## config.mk

```make
export PLATFORM = sky130hd
export DESIGN_NAME = dl_rom_loader_flat
export DESIGN_NICKNAME = d
export VERILOG_FILES = /design/src/rtl/dl_rom_loader_if.sv /design/src/rtl/dl_rom_loader.sv /design/src/flat_wrapper.sv
export SDC_FILE = /design/constraint.sdc
export NUM_CORES = 1
export LEC_CHECK = 0
export CAP_MARGIN = 20
export CORE_MARGIN = 2
export CORE_UTILIZATION = 50
export DETAILED_ROUTE_END_ITERATION = 8
export PLACE_DENSITY = 0.78
export SKIP_LAST_GASP = 1
export SYNTH_ARGS = -nofsm -noshare
export SYNTH_HDL_FRONTEND = slang
export SYNTH_SLANG_ARGS = --single-unit
```

## constraint.sdc

```tcl
create_clock -name clk_sys -period 3.4 [get_ports clk_sys]
set_clock_uncertainty 0.1 [all_clocks]
set_input_delay 0.68 -clock clk_sys [delete_from_list [all_inputs] [get_ports clk_sys]]
set_output_delay 0.68 -clock clk_sys [all_outputs]
set_load 0.01 [all_outputs]
```

## src/rtl/dl_rom_loader_if.sv

```systemverilog
// ioctl download bus from the host loader.
//   ioctl_download : high for the whole download session
//   ioctl_wr       : one-cycle byte strobe
//   ioctl_addr     : byte address of ioctl_dout
//   ioctl_dout     : download byte
// master = host side (drives), slave = loader side (receives).
interface dl_rom_loader_if;
  logic        ioctl_download;
  logic        ioctl_wr;
  logic [24:0] ioctl_addr;
  logic [7:0]  ioctl_dout;

  modport master (output ioctl_download, ioctl_wr, ioctl_addr, ioctl_dout);
  modport slave  (input  ioctl_download, ioctl_wr, ioctl_addr, ioctl_dout);
endinterface

```

## src/rtl/dl_rom_loader.sv

```systemverilog
// ROM image loader: takes the ioctl byte stream, splits it into the
// program / playfield / motion-object / PROM regions, tracks a running
// checksum and byte count, flags range/sequence/size errors, and holds the
// game core in reset until the image has settled.
// Ports:
//   clk_sys, reset         : clock, synchronous active-high system reset
//   ioctl                  : download bus (slave modport)
//   wr_addr, wr_data       : registered region-local address and byte
//   prog_we/pf_we/mo_we/prom_we : one-cycle write enables (one-hot or zero)
//   core_reset             : holds the core in reset (low only in DONE)
//   rom_loaded             : image complete and error-free
//   checksum, byte_count   : additive sum / count of accepted bytes
//   err_range/err_seq/err_size : sticky error flags, cleared on new download
module dl_rom_loader #(
  parameter int          FLUSH_CYCLES  = 16,
  parameter logic [12:0] EXPECTED_SIZE = 13'h1F00
) (
  input  logic                  clk_sys,
  input  logic                  reset,
  dl_rom_loader_if.slave        ioctl,
  output logic [12:0]           wr_addr,
  output logic [7:0]            wr_data,
  output logic                  prog_we,
  output logic                  pf_we,
  output logic                  mo_we,
  output logic                  prom_we,
  output logic                  core_reset,
  output logic                  rom_loaded,
  output logic [15:0]           checksum,
  output logic [15:0]           byte_count,
  output logic                  err_range,
  output logic                  err_seq,
  output logic                  err_size
);

  localparam int CW = (FLUSH_CYCLES > 1) ? $clog2(FLUSH_CYCLES) : 1;

  typedef enum logic [1:0] {IDLE, LOAD, FLUSH, DONE} state_t;

  state_t        state, state_nxt;
  logic          dl_prev;
  logic          dl_rise, dl_fall;
  logic [CW-1:0] flush_cnt;
  logic [24:0]   exp_next;
  logic [3:0]    we_q;       // {prog, pf, mo, prom}
  logic [3:0]    dec_we;
  logic [12:0]   dec_addr;
  logic          in_window, in_range, accept;
  logic          enter_load, enter_flush, enter_done;
  logic [15:0]   cnt_nxt;

  // Edge detector; dl_prev resets to 0 so a download already high when
  // reset releases is seen as a rising edge.
  assign dl_rise = ioctl.ioctl_download & ~dl_prev;
  assign dl_fall = ~ioctl.ioctl_download & dl_prev;

  always_comb begin
    state_nxt = state;
    case (state)
      IDLE, DONE: if (dl_rise) state_nxt = LOAD;
      LOAD:       if (dl_fall) state_nxt = FLUSH;
      FLUSH: begin
        if (dl_rise)             state_nxt = LOAD;
        else if (flush_cnt == '0) state_nxt = DONE;
      end
      default:    state_nxt = IDLE;
    endcase
  end

  assign enter_load  = (state_nxt == LOAD) && (state != LOAD);
  assign enter_flush = (state == LOAD) && (state_nxt == FLUSH);
  assign enter_done  = (state == FLUSH) && (state_nxt == DONE);

  // The last byte may arrive in the same cycle the download drops.
  assign in_window = ioctl.ioctl_wr && ((state == LOAD) || dl_fall);
  assign in_range  = ioctl.ioctl_addr < {12'd0, EXPECTED_SIZE};
  assign accept    = in_window && in_range;
  assign cnt_nxt   = (accept && byte_count != 16'hFFFF) ? byte_count + 16'd1
                                                        : byte_count;

  // Region decode; addresses past the PROM window hit no region.
  always_comb begin
    dec_we   = 4'b0000;
    dec_addr = ioctl.ioctl_addr[12:0];
    if (ioctl.ioctl_addr < 25'h1800) begin
      dec_we = 4'b1000;
    end else if (ioctl.ioctl_addr < 25'h1C00) begin
      dec_we   = 4'b0100;
      dec_addr = ioctl.ioctl_addr[12:0] - 13'h1800;
    end else if (ioctl.ioctl_addr < 25'h1E00) begin
      dec_we   = 4'b0010;
      dec_addr = ioctl.ioctl_addr[12:0] - 13'h1C00;
    end else if (ioctl.ioctl_addr < 25'h1F00) begin
      dec_we   = 4'b0001;
      dec_addr = ioctl.ioctl_addr[12:0] - 13'h1E00;
    end
  end

  always_ff @(posedge clk_sys) begin
    if (reset) begin
      state      <= IDLE;
      dl_prev    <= 1'b0;
      flush_cnt  <= '0;
      exp_next   <= '0;
      we_q       <= '0;
      wr_addr    <= '0;
      wr_data    <= '0;
      checksum   <= '0;
      byte_count <= '0;
      err_range  <= 1'b0;
      err_seq    <= 1'b0;
      err_size   <= 1'b0;
      rom_loaded <= 1'b0;
    end else begin
      state   <= state_nxt;
      dl_prev <= ioctl.ioctl_download;

      if (enter_flush)
        flush_cnt <= CW'(FLUSH_CYCLES - 1);
      else if (state == FLUSH && flush_cnt != '0)
        flush_cnt <= flush_cnt - 1'b1;

      we_q <= accept ? dec_we : 4'b0000;
      if (accept && dec_we != 4'b0000) begin
        wr_addr <= dec_addr;
        wr_data <= ioctl.ioctl_dout;
      end

      if (enter_load) begin
        checksum   <= '0;
        byte_count <= '0;
        err_range  <= 1'b0;
        err_seq    <= 1'b0;
        err_size   <= 1'b0;
        rom_loaded <= 1'b0;
        exp_next   <= '0;
      end else begin
        if (accept) begin
          checksum   <= checksum + {8'd0, ioctl.ioctl_dout};
          byte_count <= cnt_nxt;
        end
        if (in_window && !in_range)
          err_range <= 1'b1;
        if (in_window && in_range) begin
          if (ioctl.ioctl_addr != exp_next) err_seq <= 1'b1;
          exp_next <= ioctl.ioctl_addr + 25'd1;
        end
        // Size check sees the count including a same-cycle final byte.
        if (enter_flush && cnt_nxt != {3'd0, EXPECTED_SIZE})
          err_size <= 1'b1;
        if (enter_done && !(err_range || err_seq || err_size))
          rom_loaded <= 1'b1;
      end
    end
  end

  assign {prog_we, pf_we, mo_we, prom_we} = we_q;
  assign core_reset = (state != DONE);

endmodule

```

## src/flat_wrapper.sv

```systemverilog
// flat-port wrapper written by rule: the top's interface ports become plain ports
module dl_rom_loader_flat 
#(
  parameter int          FLUSH_CYCLES  = 16,
  parameter logic [12:0] EXPECTED_SIZE = 13'h1F00
)
  (clk_sys, reset, wr_addr, wr_data, prog_we, pf_we, mo_we, prom_we, core_reset, rom_loaded, checksum, byte_count, err_range, err_seq, err_size, ioctl_ioctl_download, ioctl_ioctl_wr, ioctl_ioctl_addr, ioctl_ioctl_dout);
  dl_rom_loader_if ioctl_i ();
  input  logic clk_sys;
  input  logic reset;
  output logic [12:0] wr_addr;
  output logic [7:0] wr_data;
  output logic prog_we;
  output logic pf_we;
  output logic mo_we;
  output logic prom_we;
  output logic core_reset;
  output logic rom_loaded;
  output logic [15:0] checksum;
  output logic [15:0] byte_count;
  output logic err_range;
  output logic err_seq;
  output logic err_size;
  input wire logic [$bits(ioctl_i.ioctl_download)-1:0] ioctl_ioctl_download;
  input wire logic [$bits(ioctl_i.ioctl_wr)-1:0] ioctl_ioctl_wr;
  input wire logic [$bits(ioctl_i.ioctl_addr)-1:0] ioctl_ioctl_addr;
  input wire logic [$bits(ioctl_i.ioctl_dout)-1:0] ioctl_ioctl_dout;
  assign ioctl_i.ioctl_download = ioctl_ioctl_download;
  assign ioctl_i.ioctl_wr = ioctl_ioctl_wr;
  assign ioctl_i.ioctl_addr = ioctl_ioctl_addr;
  assign ioctl_i.ioctl_dout = ioctl_ioctl_dout;
  dl_rom_loader #(.FLUSH_CYCLES(FLUSH_CYCLES), .EXPECTED_SIZE(EXPECTED_SIZE)) u_core (.clk_sys(clk_sys), .reset(reset), .ioctl(ioctl_i), .wr_addr(wr_addr), .wr_data(wr_data), .prog_we(prog_we), .pf_we(pf_we), .mo_we(mo_we), .prom_we(prom_we), .core_reset(core_reset), .rom_loaded(rom_loaded), .checksum(checksum), .byte_count(byte_count), .err_range(err_range), .err_seq(err_seq), .err_size(err_size));
endmodule
```

==> results.yml, run 1 <==
synthesis:
  synth_xor_area_frac: 0.1136
  syn_area_mm2: 0.004856
  synth_enable_flop_cells: 0
  synth-simple-area-share: 0.2626
  ys_ff_latch: 93
  avgSynthCellArea_um2: 8.475
  synth_top_family_by_area: "simple AND/OR/NAND/NOR gates"
  syn_inst: 573
  synth_top_flop_cell: "dfxtp_1"
  yosys-top-cells-count: "dfxtp_1 (93), nand2_1 (64), nor2_1 (57)"
  synth_top_area_share: 0.3834
  async_reset_ff_frac: 0
  synthAdderAreaFrac: 0.04793
  synth_most_common_cell: "dfxtp_1"
  synth.distinct_cells: 54
  synth-seq-area-share: 0.3834
  synth_top_area_cell: "dfxtp_1"
  synth-compound-area-share: 0.1360
  ys_warn_count: 0
  synth_nets: 628
  synth.area.top_cells: "dfxtp_1 (38%), xnor2_1 (7.0%), nand2_1 (4.9%)"
  synthMuxAreaShare: 0.01649
worst_setup_path:
  path_max_fanout: 6
  worstPathRequired_ns: 3.56
  crit_path_frequent_cell: "o21ai_0"
  crit_family: "compound AO/OA/AOI/OAI gates"
  reg2reg_from: "u_core.state[0]"
  timing.rr.end: "u_core.exp_next[16]"
  startpoint_type: "input port"
  arrival_ns: 3.07
  max_stage_delay_ns: 0.48
  slowest_stage: "clkdlybuf4s50_1"
  r2r_slack_ns: 0.75
  ff2ff_path_depth: 8
  endpoint_kind: "register"
  critPathKind: "in -> reg"
  critPathLaunch: "ioctl_ioctl_dout[0]"
  crit_chain: "clkdlybuf4s50_1 > ha_1 > inv_1 > fa_1 > nor2b_1 > o21ai_0 > a21oi_1 > o21ai_0 > a211oi_1 > xnor2_1 > nor2_1"
  path_buf_inv: 2
cts:
  cts_tree: "yes"
  cts_resized: 0
  h-tree-depth: 3
  clockBufferDepth: 2
  clockRootBuffer: "clkbuf_8"
  cts_setup_buffers: 0
  clock-sinks: 93
  path_clk_slew_ns: 0.10
  clk_latency_ns: 0.36
  cts_buffers: 9
  holdBufCountCts: 0
sta:
  max_slew_margin: 0.5753
  min_period_ns: 2.908
  drv_slew: 0
  rsz0062_at_grt: "false"
  worst_slack_ns: 0.4919
  worst_pin_slew_ns: 0.6304
  finalCritPeriodShare: 0.8553
  final.setup.tns_ns: 0
  setup_viol: 0
  fmax_mhz: 343.9
  hold_violations: 0
min_path:
  hp-start: "u_core.wr_addr[1]"
  min_path_cells: 2
  worstHoldPathType: "reg -> reg"
  whs_endpoint: "u_core.wr_addr[1]"
power:
  power_leakage_nw: 2.109
  power.total_mw: 2.468
  ir_drop_mv: 0.3123
  powerDensity_mw_per_mm2: 394.2
routing:
  drc: 0
  routed_wl_um: 12160
  vias_per_cell: 5.438
  ant_nets: 0
  avgRoutedWirePerCell_um: 14.98
  drt-initial-drc-count: 162
  dr.pass1.iters: 5
  num_vias: 4416
floorplanning:
  row_count: 35
  dieWidth_um: 102.6
  start_util: 0.5206
  die_h_um: 102.6
  ios: 99
  die_area_mm2: 0.01052
  coreArea_mm2: 0.009328
final_layout:
  seqCellArea_mm2: 0.001862
  post_route_cells_drive_above_1_share: 0.08785
  area_delta_synth_final_pct: 28.94
  n_antenna_cell: 0
  nets: 733
  final_util: 0.6712
  instances_no_fill: 812
  fill_cells: 789
  multi_input_area_mm2: 0.002819
place:
  placedCellCount: 796
  port_buffers: 98
  gp_congestion: 0.9197
  detailed_place_hpwl_um: 8894
  dpl_worst_slack_ns: 0.1432
global_routing:
  grt_antenna_before_repair: 0
  first_global_vias: 4237
  grt_use_total: 0.2381
  overflow: 0
  grt_max_degree: 40
  grt_pass1_wl_um: 19860
run_status:
  status: "complete, no violations"
job:
  drv_cap: 0
metal layers:
metal / track usage / vias to the layer above / share of wire / wire length (um)
met3: 0.03254 / 19 / 0.055 / 663
li1: - / 2197 / - / -
met2: 0.3866 / 153 / 0.47 / 5683
met4: 0.08513 / 0 / 0.020 / 248
met1: 0.3252 / 2047 / 0.46 / 5567
met5: 0 / - / 0 / 0
stage by stage:
step / area (um^2) / hold WS [ns]
2_1_floorplan: 4856 / 0.3478
4_1_cts: 6261 / 0.3587
5_1_grt: 6261 / 0.3837
6_report: 6261 / 0.3604
3_5_place_dp: 6087 / 0.3466
3_3_place_gp: 6087 / 0.3428
layout by cell type, fill, tap and decap left out, types with 13 or more instances in the layout:
cell type         n
a211oi_1         21
xnor2_1          39
nand4_1          16
nand3_1          18
dfxtp_1          93
o21ai_0          13
inv_1            23
xor2_1           24
and2_1           16
nor2_1           56
clkdlybuf4s50_1  98
ha_1             17
a21oi_1          46
nand2_1          64
buf_4            21
how the worst max path moves through the flow:
stage               depth (start not counted)             endpoint  slack, ns
floorplan                                   8      u_core.err_size       0.83
global placement                           11   u_core.checksum[8]       0.22
detailed placement                         11  u_core.checksum[12]       0.14
CTS                                        11  u_core.checksum[10]       0.53
global route                               11  u_core.checksum[12]       0.31
finish                                     11   u_core.checksum[8]       0.49
cells by family (layout without fill, tap and decap cells):
logic type	count (synthesis)	after routing
DFF	93	93
muxes	8	8
xor gates and xnor gates	63	63
AOI/OAI and AO/OA	102	102
adders and majority gates	18	18
buffers and inverters	49	159
and+or+nand+nor	240	240
final cells by class:
type,count,area share
well taps,129,0.02578
clock buffers,10,0.02038
repair buffers,120,0.1851
clock inverters,6,0.007394
flip-flops and latches,93,0.2974
multi-input cells,431,0.4502
inverters,23,0.01379
sequential cells by signal, indices dropped and copies added (netlist names), 2 cells and up:
register           flops
u_core.wr_addr        13
u_core.wr_data         8
u_core.we_q            4
u_core.state           2
u_core.byte_count     16
u_core.flush_cnt       4
u_core.checksum       16
u_core.exp_next       25
worst register-to-register path: stages, from the launching register on:
cell,delay [ns]
dfxtp_1,0.42
inv_1,0.10
ha_1,0.36
nor2_1,0.42
o31ai_4,0.18
o41ai_4,0.55
nor2_1,0.08
buf_4,0.18
and2_1,0.17
power by group:
part / internal, mW / total (mW) / leakage, nW / switching, mW
registers: 1.12 / 1.15 / 0.750 / 0.0297
clock network: 0.273 / 0.689 / 0.0837 / 0.416
logic: 0.238 / 0.632 / 1.28 / 0.394
total: 1.63 / 2.47 / 2.11 / 0.840
(Power assumes the default switching activity.)
==> run 2, diff against run 1 <==
--- a/config.mk
+++ b/config.mk
@@ -5,10 +5,11 @@
 export SDC_FILE = /design/constraint.sdc
 export NUM_CORES = 1
 export LEC_CHECK = 0
-export CAP_MARGIN = 20
+export CAP_MARGIN = 10
 export CORE_MARGIN = 2
 export CORE_UTILIZATION = 50
 export DETAILED_ROUTE_END_ITERATION = 8
+export GPL_TIMING_DRIVEN = 0
 export PLACE_DENSITY = 0.78
 export SKIP_LAST_GASP = 1
 export SYNTH_ARGS = -nofsm -noshare
==> results.yml, run 2 (synthesis results as in run 1) <==
power:
  ir_drop_mv: 0.3536
  clkPwrFrac: 0.284
  power_leakage_nw: 2.062
  switchingPower_uw: 857.7
  internal_power_mw: 1.594
  powerDensity_mw_per_mm2: 396.8
  netSwitchingFraction: 0.3499
  power.total_mw: 2.451
  seqPwrFrac: 0.467
  power_frac_comb: 0.249
sta:
  drv_slew: 0
  rsz0062_at_grt: "true"
  fin_hold_ws_ns: 0.3595
  max_slew_margin: 0.3957
  worst_pin_slew_ns: 0.8995
  final.setup.tns_ns: 0
  worst_slack_ns: 0.08857
  hold_violations: 0
  min_period_ns: 3.311
  fmax_mhz: 302.0
  setup_viol: 0
  finalCritPeriodShare: 0.9740
final_layout:
  reg_top3: "u_core.exp_next (25), u_core.byte_count (16), u_core.checksum (16)"
  post_route_cells_drive_above_1_share: 0.07143
  final_util: 0.6622
  multi_input_area_mm2: 0.002806
  final_common_cell: "clkdlybuf4s50_1"
  fin_area_mm2: 0.006177
  instances_no_fill: 815
  area_delta_synth_final_pct: 27.21
  seqCellArea_mm2: 0.001862
  largest_register_ffs: 25
  fill_cells: 810
  nets: 736
  top_register: "u_core.exp_next"
  final_cell_mix: "clkdlybuf4s50_1 (97), dfxtp_1 (93), nand2_1 (64)"
  n_antenna_cell: 0
place:
  gp_congestion: 0.8929
  placedCellCount: 799
  port_buffers: 97
  detailed_place_hpwl_um: 9499
  placed_cell_area_mm2: 0.005988
  dpl_worst_slack_ns: -0.3070
global_routing:
  grt_max_degree: 18
  overflow: 0
  grt_use_total: 0.2465
  grt_antenna_before_repair: 0
  grt_pass1_wl_um: 20460
  first_global_vias: 4256
job:
  drv_cap: 0
floorplanning:
  ios: 99
  start_util: 0.5206
  row_count: 35
  dieWidth_um: 102.6
  coreArea_mm2: 0.009328
  die_area_mm2: 0.01052
  die_h_um: 102.6
cts:
  cts_buffers: 9
  holdBufCountCts: 0
  clock-sinks: 93
  clk_latency_ns: 0.38
  h-tree-depth: 3
  path_clk_slew_ns: 0.11
  cts_tree: "yes"
  clockRootBuffer: "clkbuf_8"
  clockBufferDepth: 2
routing:
  vias_per_cell: 5.541
  num_vias: 4516
  avgRoutedWirePerCell_um: 15.88
  dr.pass1.iters: 6
  routed_wl_um: 12940
  ant_nets: 0
  drt-initial-drc-count: 196
  drc: 0
worst_setup_path:
  arrival_ns: 3.48
  path_max_fanout: 7
  startpoint_type: "input port"
  worstPathRequired_ns: 3.57
  endpoint_kind: "register"
  timing.rr.end: "u_core.rom_loaded"
  r2r_slack_ns: 0.43
  reg2reg_from: "u_core.state[0]"
  critPathKind: "in -> reg"
  ff2ff_path_depth: 8
min_path:
  hp-start: "u_core.wr_data[0]"
  min_path_cells: 2
  whs_endpoint: "u_core.wr_data[0]"
  worstHoldPathType: "reg -> reg"
run_status:
  status: "complete, no violations"
run 2: worst max path at each step:
stage	slack, ns	cells past startpoint	endpoint	start
detailed placement	-0.31	9	u_core.err_size	ioctl_ioctl_addr[11]
finish	0.09	9	u_core.err_size	ioctl_ioctl_addr[11]
global route	-0.02	10	u_core.exp_next[0]	ioctl_ioctl_addr[11]
floorplan	0.83	8	u_core.err_size	ioctl_ioctl_addr[9]
CTS	0.001	9	u_core.err_size	ioctl_ioctl_addr[11]
global placement	-0.31	9	u_core.err_size	ioctl_ioctl_addr[11]
run 2: power groups by stage:
stage / Combinational (mW) / Clock, mW / Sequential [mW]
4_1_cts: 0.599 / 0.707 / 1.14
3_3_place_gp: 0.570 / 0 / 1.17
5_1_grt: 0.649 / 0.748 / 1.15
3_5_place_dp: 0.595 / 0 / 1.17
6_report: 0.610 / 0.696 / 1.15
2_1_floorplan: 0.380 / 0 / 1.17
run 2: cell type report:
| type | instances | area share |
|---|---|---|
| Inverter | 23 | 0.01398 |
| Multi-Input combinational cell | 431 | 0.4543 |
| Clock buffer | 9 | 0.02005 |
| Clock inverter | 7 | 0.008912 |
| Buffer | 26 | 0.01803 |
| Tap cell | 129 | 0.02613 |
| Sequential cell | 93 | 0.3014 |
| Timing Repair Buffer | 97 | 0.1572 |
run 2: critical path, stage by stage:
cell             delay [ns]
clkdlybuf4s50_1        0.60
ha_1                   0.40
nand3_1                0.18
o211ai_2               0.22
nor4_1                 0.59
mux2i_1                0.30
nand2_1                0.10
nand4b_1               0.21
o21a_1                 0.19
run 2: routing by layer:
| metal | global-route usage | up-vias | part of all wire | wire (um) |
|---|---|---|---|---|
| li1 | - | 2204 | - | - |
| met1 | 0.3270 | 2119 | 0.44 | 5725 |
| met2 | 0.4143 | 169 | 0.48 | 6222 |
| met3 | 0.03322 | 24 | 0.057 | 741 |
| met4 | 0.08410 | 0 | 0.019 | 251 |
| met5 | 0 | - | 0 | 0 |
run 2: timing repair:
item                       CTS  global route
resized for setup            0             6
buffers inserted             0             0
setup endpoints to repair    0            22
==> run 3, diff against run 2 <==
--- a/config.mk
+++ b/config.mk
@@ -12,6 +12,7 @@
 export GPL_TIMING_DRIVEN = 0
 export PLACE_DENSITY = 0.78
 export SKIP_LAST_GASP = 1
+export SLEW_MARGIN = 40
 export SYNTH_ARGS = -nofsm -noshare
 export SYNTH_HDL_FRONTEND = slang
 export SYNTH_SLANG_ARGS = --single-unit
==> results.yml, run 3 (synthesis results as in run 1) <==
routing:
  dr.pass1.iters: 5
  vias_per_cell: 5.546
  num_vias: 4520
  ant_nets: 0
  drc: 0
  drt-initial-drc-count: 201
  routed_wl_um: 12900
  avgRoutedWirePerCell_um: 15.83
final_layout:
  n_antenna_cell: 0
  fin_area_mm2: 0.006182
  final_common_cell: "clkdlybuf4s50_1"
  post_route_cells_drive_above_1_share: 0.07289
  largest_register_ffs: 25
  top_register: "u_core.exp_next"
  area_delta_synth_final_pct: 27.31
  nets: 736
  final_cell_mix: "clkdlybuf4s50_1 (97), dfxtp_1 (93), nand2_1 (64)"
  reg_top3: "u_core.exp_next (25), u_core.byte_count (16), u_core.checksum (16)"
power:
  powerDensity_mw_per_mm2: 396.9
  power_leakage_nw: 2.063
  ir_drop_mv: 0.3554
cts:
  clockBufferDepth: 2
  clk_latency_ns: 0.38
  cts_buffers: 9
  cts_resized: 0
  cts_tree: "yes"
  holdBufCountCts: 0
  path_clk_slew_ns: 0.11
  h-tree-depth: 3
  cts_setup_buffers: 0
  clock-sinks: 93
  clockRootBuffer: "clkbuf_8"
sta:
  fmax_mhz: 303.8
  min_period_ns: 3.291
  worst_slack_ns: 0.1087
  rsz0062_at_grt: "true"
  max_slew_margin: 0.5078
  hold_violations: 0
  worst_pin_slew_ns: 0.7307
  fin_hold_ws_ns: 0.3598
  final.setup.tns_ns: 0
  finalCritPeriodShare: 0.9680
  drv_slew: 0
  setup_viol: 0
min_path:
  min_path_cells: 2
  whs_endpoint: "u_core.wr_data[0]"
  hp-start: "u_core.wr_data[0]"
  worstHoldPathType: "reg -> reg"
place:
  gp_congestion: 0.8929
  dpl_worst_slack_ns: -0.3070
  port_buffers: 97
  placed_cell_area_mm2: 0.005988
  detailed_place_hpwl_um: 9499
worst_setup_path:
  endpoint_kind: "register"
  arrival_ns: 3.46
  path_max_fanout: 7
  ff2ff_path_depth: 8
  reg2reg_from: "u_core.state[0]"
  r2r_slack_ns: 0.47
  startpoint_type: "input port"
  timing.rr.end: "u_core.byte_count[13]"
  critPathKind: "in -> reg"
  worstPathRequired_ns: 3.57
run_status:
  status: "complete, no violations"
global_routing:
  overflow: 0
  met2_usage: 0.4143
  grtUsageMet1: 0.3270
  grt_max_degree: 18
  first_global_vias: 4256
  grt_pass1_wl_um: 20460
  grt_use_total: 0.2465
  grt_antenna_before_repair: 0
  grt_busiest_layer: "met2"
  use_met3: 0.03322
floorplanning:
  dieWidth_um: 102.6
  row_count: 35
  start_util: 0.5206
  ios: 99
  coreArea_mm2: 0.009328
  die_h_um: 102.6
  die_area_mm2: 0.01052
job:
  drv_cap: 0
[run 3: cell types whose count changed in the layout (fill, tap and decap cells not counted)]
| cell | delta |
|---|---|
| nor3_1 | -1 |
| nor3_2 | +1 |
[run 3: worst max path at each step]
stage	start	endpoint	slack, ns	cells after the start
after detailed placement	ioctl_ioctl_addr[11]	u_core.err_size	-0.31	9
after global routing	ioctl_ioctl_addr[11]	u_core.exp_next[0]	-0.02	10
after global placement	ioctl_ioctl_addr[11]	u_core.err_size	-0.31	9
after floorplan	ioctl_ioctl_addr[9]	u_core.err_size	0.83	8
final	ioctl_ioctl_addr[11]	u_core.err_size	0.11	9
after CTS	ioctl_ioctl_addr[11]	u_core.err_size	0.001	9
[run 3: metrics by stage]
step,total power [mW],cells,utilization
after CTS,2.451,815,0.6612
final,2.453,815,0.6628
after global placement,1.737,799,0.6420
after floorplan,1.546,573,-
after global routing,2.547,815,0.6628
after detailed placement,1.766,799,0.6420
[run 3: power by group]
| group | total (mW) | leakage (nW) | switching [mW] | internal (mW) |
|---|---|---|---|---|
| clock | 0.700 | 0.0866 | 0.426 | 0.274 |
| sequential | 1.15 | 0.750 | 0.0288 | 1.12 |
| combinational | 0.608 | 1.23 | 0.405 | 0.203 |
[run 3: layout make-up]
class / instances / area [um^2]
tap: 129 / 161.4
timing repair buffer: 97 / 970.9
multi-input combinational: 431 / 2811
fill: 807 / 3146
buffer: 26 / 111.4
sequential: 93 / 1862
clock buffer: 9 / 123.9
inverter: 23 / 86.33
clock inverter: 7 / 55.05
[run 3: per-layer routing]
metal,routed length [um],part of all wire
met2,6187,0.48
met4,290,0.022
met5,0,0
met3,708,0.055
met1,5718,0.44
[run 3: critical path, cell delays in order]
cell,delay (ns)
clkdlybuf4s50_1,0.59
ha_1,0.39
nand3_1,0.18
o211ai_2,0.22
nor4_1,0.59
mux2i_1,0.30
nand2_1,0.11
nand4b_1,0.21
o21a_1,0.19
